## src/rtl/ram_pass_controller.sv

```systemverilog
// ram_pass_controller
// Sequences one read/write pass over a pair of dual-port RAMs. Port A of both
// RAMs is read at read_address_o; one cycle later (the RAM read latency) the
// result is written back through port B at write_address_o, with per-RAM
// write enables taken from the mask latched at start.
//
// Ports
//   CLOCK_50_I       system clock, rising edge
//   resetn           asynchronous active-low reset
//   start_i          request a pass (sampled only in S_IDLE)
//   abort_i          end the active pass early
//   base_addr_i      first address of the pass
//   last_addr_i      final address of the pass (may wrap below base)
//   we_mask_i        write enable mask, bit0 RAM0 (sum), bit1 RAM1 (difference)
//   read_address_o   port A address of both RAMs
//   write_address_o  port B address of both RAMs
//   write_enable_o   port B write enables, RAM1:RAM0
//   busy_o           pass in progress
//   done_o           one-cycle pulse in the first idle cycle after a pass
//   aborted_o        qualifies done_o; held until the next accepted start
//   pass_count_o     number of completed, non-aborted passes (wraps)
module ram_pass_controller #(
   parameter int unsigned ADDR_W = 9,
   parameter int unsigned CNT_W  = 8
) (
   input  logic              CLOCK_50_I,
   input  logic              resetn,
   input  logic              start_i,
   input  logic              abort_i,
   input  logic [ADDR_W-1:0] base_addr_i,
   input  logic [ADDR_W-1:0] last_addr_i,
   input  logic [1:0]        we_mask_i,
   output logic [ADDR_W-1:0] read_address_o,
   output logic [ADDR_W-1:0] write_address_o,
   output logic [1:0]        write_enable_o,
   output logic              busy_o,
   output logic              done_o,
   output logic              aborted_o,
   output logic [CNT_W-1:0]  pass_count_o
);

   typedef enum logic [1:0] {
      S_IDLE,
      S_READ_WRITE,
      S_LAST_WRITE
   } state_t;

   state_t            state_q, state_d;
   logic [ADDR_W-1:0] last_q, last_d;
   logic [1:0]        mask_q, mask_d;
   logic [ADDR_W-1:0] rd_addr_q, rd_addr_d;
   logic [ADDR_W-1:0] wr_addr_q, wr_addr_d;
   logic [1:0]        we_q, we_d;
   logic              busy_q, busy_d;
   logic              done_q, done_d;
   logic              aborted_q, aborted_d;
   logic [CNT_W-1:0]  cnt_q, cnt_d;

   // Next-state and next-output logic
   always_comb begin
      state_d   = state_q;
      last_d    = last_q;
      mask_d    = mask_q;
      rd_addr_d = rd_addr_q;
      wr_addr_d = wr_addr_q;
      we_d      = we_q;
      busy_d    = busy_q;
      done_d    = 1'b0;
      aborted_d = aborted_q;
      cnt_d     = cnt_q;

      case (state_q)
         S_IDLE: begin
            if (start_i) begin
               last_d    = last_addr_i;
               mask_d    = we_mask_i;
               rd_addr_d = base_addr_i;
               busy_d    = 1'b1;
               aborted_d = 1'b0;
               state_d   = S_READ_WRITE;
            end
         end

         S_READ_WRITE: begin
            // Write back the address read one cycle ago; address wraps mod 2^ADDR_W.
            rd_addr_d = rd_addr_q + ADDR_W'(1);
            wr_addr_d = rd_addr_q;
            we_d      = mask_q;
            if (abort_i) begin
               aborted_d = 1'b1;
               state_d   = S_LAST_WRITE;
            end else if (rd_addr_q == last_q) begin
               state_d   = S_LAST_WRITE;
            end
         end

         S_LAST_WRITE: begin
            // Final scheduled write is on the bus this cycle; close the pass.
            we_d      = 2'b00;
            rd_addr_d = '0;
            wr_addr_d = '0;
            busy_d    = 1'b0;
            done_d    = 1'b1;
            if (!aborted_q) begin
               cnt_d = cnt_q + CNT_W'(1);
            end
            state_d   = S_IDLE;
         end

         default: begin
            state_d = S_IDLE;
         end
      endcase
   end

   // State and output registers
   always_ff @(posedge CLOCK_50_I or negedge resetn) begin
      if (!resetn) begin
         state_q   <= S_IDLE;
         last_q    <= '0;
         mask_q    <= 2'b00;
         rd_addr_q <= '0;
         wr_addr_q <= '0;
         we_q      <= 2'b00;
         busy_q    <= 1'b0;
         done_q    <= 1'b0;
         aborted_q <= 1'b0;
         cnt_q     <= '0;
      end else begin
         state_q   <= state_d;
         last_q    <= last_d;
         mask_q    <= mask_d;
         rd_addr_q <= rd_addr_d;
         wr_addr_q <= wr_addr_d;
         we_q      <= we_d;
         busy_q    <= busy_d;
         done_q    <= done_d;
         aborted_q <= aborted_d;
         cnt_q     <= cnt_d;
      end
   end

   assign read_address_o  = rd_addr_q;
   assign write_address_o = wr_addr_q;
   assign write_enable_o  = we_q;
   assign busy_o          = busy_q;
   assign done_o          = done_q;
   assign aborted_o       = aborted_q;
   assign pass_count_o    = cnt_q;

endmodule

```

## config.mk

```make
export PLATFORM = sky130hd
export DESIGN_NAME = ram_pass_controller
export DESIGN_NICKNAME = d
export VERILOG_FILES = /design/src/rtl/ram_pass_controller.sv
export SDC_FILE = /design/constraint.sdc
export NUM_CORES = 1
export LEC_CHECK = 0
export ABC_CLOCK_PERIOD_IN_PS = 1800
export CAP_MARGIN = 20
export CORE_MARGIN = 3
export CORE_UTILIZATION = 43
export DETAILED_ROUTE_END_ITERATION = 8
export MAX_ROUTING_LAYER = met4
export PLACE_DENSITY = 0.75
export SYNTH_ARGS = -nofsm -noshare
export SYNTH_HDL_FRONTEND = slang
export SYNTH_SLANG_ARGS = --single-unit
```

## constraint.sdc

```tcl
create_clock -name CLOCK_50_I -period 1.8 [get_ports CLOCK_50_I]
set_input_delay 0.18 -clock CLOCK_50_I [delete_from_list [all_inputs] [get_ports CLOCK_50_I]]
set_output_delay 0.18 -clock CLOCK_50_I [all_outputs]
set_load 0.02 [all_outputs]
```

==> results.md <==
- Status: finished, final reports clean
- Initial antenna violation count: 0
- Vias: about 1700
- Crit end category: primary output
- Final ANT Viol Nets: 0
- Fin. Hold Viols: 0
- Async S/R FF share, synth: 100%
- CP arrival: between 1.5 and 2 ns
- Met1 Use GR: about 29%
- Power share of the clock group: 14.6%
- DR DRC count: 0
- Layout cells sized above 1: roughly an eighth
- Synthesized area: about 2100 um2
- Leakage: approximately 1.3 nW
- Final cycle utilization of the critical path: 95.7%
- CP Class: flip-flop to primary output
- CTS Buffer Depth: 2
- Cells after synthesis: between 150 and 200
- Clock sinks: 44
- HP Class: primary input to async pin
- Reg clk slew, reported paths: roughly 0.080 ns
- Synthesized Nets: between 200 and 250
- Post-synth EDFFs: 0
- Combinational share of power: 52.5%
- Reg power frac: about a third
- DP Cell Count: 319
- Synth-to-layout area growth: 40.6%
- GP Congestion: ~0.8
- Number of global-route vias before repair: 1670
- Critical Path Start Type: flip-flop
- Non-Filler Instances: between 300 and 400
- Vias per inst: 5.07
- Number of DRC markers in iteration 0: approximately 130
- CP max stage delay: 0.60 ns
- First-pass DRT Iterations: 6
- Min cycle time layout: between 1.5 and 2 ns
- H-tree depth: 2
- DIE HEIGHT: 75.9 um
- Worst-path maximum fanout: 5
- Synth Flop Type: dfrtp_1
- CTS Root Cell: clkbuf_8
- Peak VDD IR: 0.000836 V
- DR WL/cell: approximately 15 um
- Synthesis warning total: 0
- Fin area: 2950 um2
- Critical Path RT: about 1.6 ns
- # rows: 24
- Max transition margin: between 60 and 70%
- Max-cap check violation count: 0
- Pwr per Cell Area: approximately 1800 nW/um2
- Total Routing Usage GR: 20.1%
- Switching fraction of total power: approximately two fifths
- Port-buffer cells: 54
- Bufs and invs on worst path: 2
- Die Area: roughly 5800 um2
- First-pass GRT wire length: approximately 8200 um
- Fin. max-slew vios: 0
- Slowest cell on crit path: clkdlybuf4s50_1
- CTS Buf Count: 5
- Final net count: 292
- Worst-Skew Late Latency: 0.30 ns
- TritonCTS clock tree: built
- Post-synthesis cell type count: 36
- Top Usage Layer GRT: met1
- Setup Fix Bufs, Post-CTS: 0
- Flip-flop and latch count after synthesis: 44
- Placed Instance Area: 2810 um2
- Setup Skew: approximately 0.0036 ns
- Max Clk Rate: 0.580 GHz
- RSZ-0062 raised after global routing: false
- GR Util met3: 4.35%
- Setup violators final: 0
- Die width: 75.9 um
- Routed WL: 4970 um
- Ant. Diodes: 0
- Sw power: 2.21 mW
- Num ports: 55
- Seq/Total Area, Yosys: a little over half
- Crit path max-delay family: buffers and inverters
- Initial Util: around 46%
- Gr ovfl total: 0
- Worst hold slack: around 0.38 ns
- Met2 Use GR: between 20% and 30%
- TNS Setup: 0 ns
- Core Footprint: 4530 um2
- CP Cell Sequence: buf_4, clkdlybuf4s50_1
- Cell-internal power: between 3 and 4 mW
- Slew @ Worst Pin: between 0.5 and 0.6 ns
- Largest net degree at the start of global routing: 24
- Dpl hpwl: slightly below 4000 um
- Synthesized area per cell: ~11 um2
## cell usage after synthesis, drive strengths merged (3+ instances only)
cell      n  area share (%)
dfrtp    44              52
nand2    20             3.6
mux2     12             6.4
o21ai    11             2.6
o2bb2ai  10             4.2
xor2     10             4.2
nor2      8             1.4
nor3      8             1.9
a21oi     7             1.7
clkbuf    7             1.3
ha        6             3.6
inv       6             1.1
xnor2     6             2.5
nor2b     4             1.2
a22o      3             1.3
a22oi     3             1.1
and3      3            0.89
buf       3            0.83
mux2i     3             1.4
nand3     3            0.95
nand4     3            0.89
## power by group through the flow
stage / clock (mW) / sequential [mW] / combinational, mW
finish: 0.797 / 1.79 / 2.86
detailed placement: 0 / 1.82 / 2.83
global route: 0.870 / 1.87 / 3.14
CTS: 0.822 / 1.80 / 2.85
floorplan: 0 / 2.05 / 1.40
global placement: 0 / 1.80 / 2.77
## flip-flops by register name, summed over array words and instances (netlist names)
name and cells:
state_q 2, aborted_o 1, write_enable_o 2, last_q 9, done_o 1, read_address_o 9, pass_count_o 8, write_address_o 9
mask_q 2, busy_o 1
## timing repair
action	in CTS	in global routing
endpoints found under the hold margin	21	0
hold buffers	1	0
resized for setup	0	2
endpoints found under the setup margin	0	7
## final timing paths
check / startpoint / to / slack [ns] / cells after the start
hold reg to reg: pass_count_o[7] / pass_count_o[7] / 0.49 / 1
max in group asynchronous: resetn / pass_count_o[3] / 0.92 / 3
setup reg to reg: state_q[0] / read_address_o[7] / 0.11 / 5
setup / recovery: read_address_o[2] / read_address_o[2] / 0.08 / 2
min in group CLOCK_50_I: last_addr_i[8] / last_q[8] / 0.47 / 2
hold / removal: resetn / read_address_o[1] / 0.38 / 2
## layout make-up
type | instances | area, um2
timing repair buffer | 72 | 686
clock buffer | 6 | 82.6
fill | 370 | 1580
clock inverter | 2 | 38.8
inverter | 6 | 22.5
multi-input combinational | 133 | 940
tap | 65 | 81.3
sequential | 44 | 1100
## per-stage QoR
step	setup WS [ns]	total power, mW	utilization (%)
3_3_place_gp	0.168	4.58	62.0
3_5_place_dp	0.0742	4.65	62.0
4_1_cts	0.0462	5.47	64.9
5_1_grt	0.00559	5.87	65.1
2_1_floorplan	0.0900	3.45	-
6_report	0.0772	5.45	65.1
## layer usage
layer	up-vias	part of all wire, %
li1	821	-
met1	788	48
met2	50	45
met3	4	5.3
met4	0	1.0
met5	-	0
## cell families (layout without fill, tap and decap cells)
family	Yosys count	count (layout)	share of synthesized area [%]
muxes	15	15	7.87
adders and majority gates	6	6	3.58
AOI/OAI and AO/OA	42	42	13.9
buffers and inverters	16	86	3.16
DFF	44	44	52.4
xor gates and xnor gates	16	16	6.67
and+or+nand+nor	54	54	12.3
## placed cells by master (no fill, tap or decap), drive strengths merged, types with 2 or more instances in the layout
cell            n
clkdlybuf4s50  53
dfrtp          44
nand2          20
buf            18
mux2           12
o21ai          11
o2bb2ai        10
xor2           10
nor2            8
nor3            8
a21oi           7
xnor2           6
ha              6
clkbuf          6
inv             6
nor2b           4
mux2i           3
a22oi           3
a22o            3
and3            3
nand4           3
nand3           3
a31oi           2
nand2b          2
(Power assumes the default switching activity.)
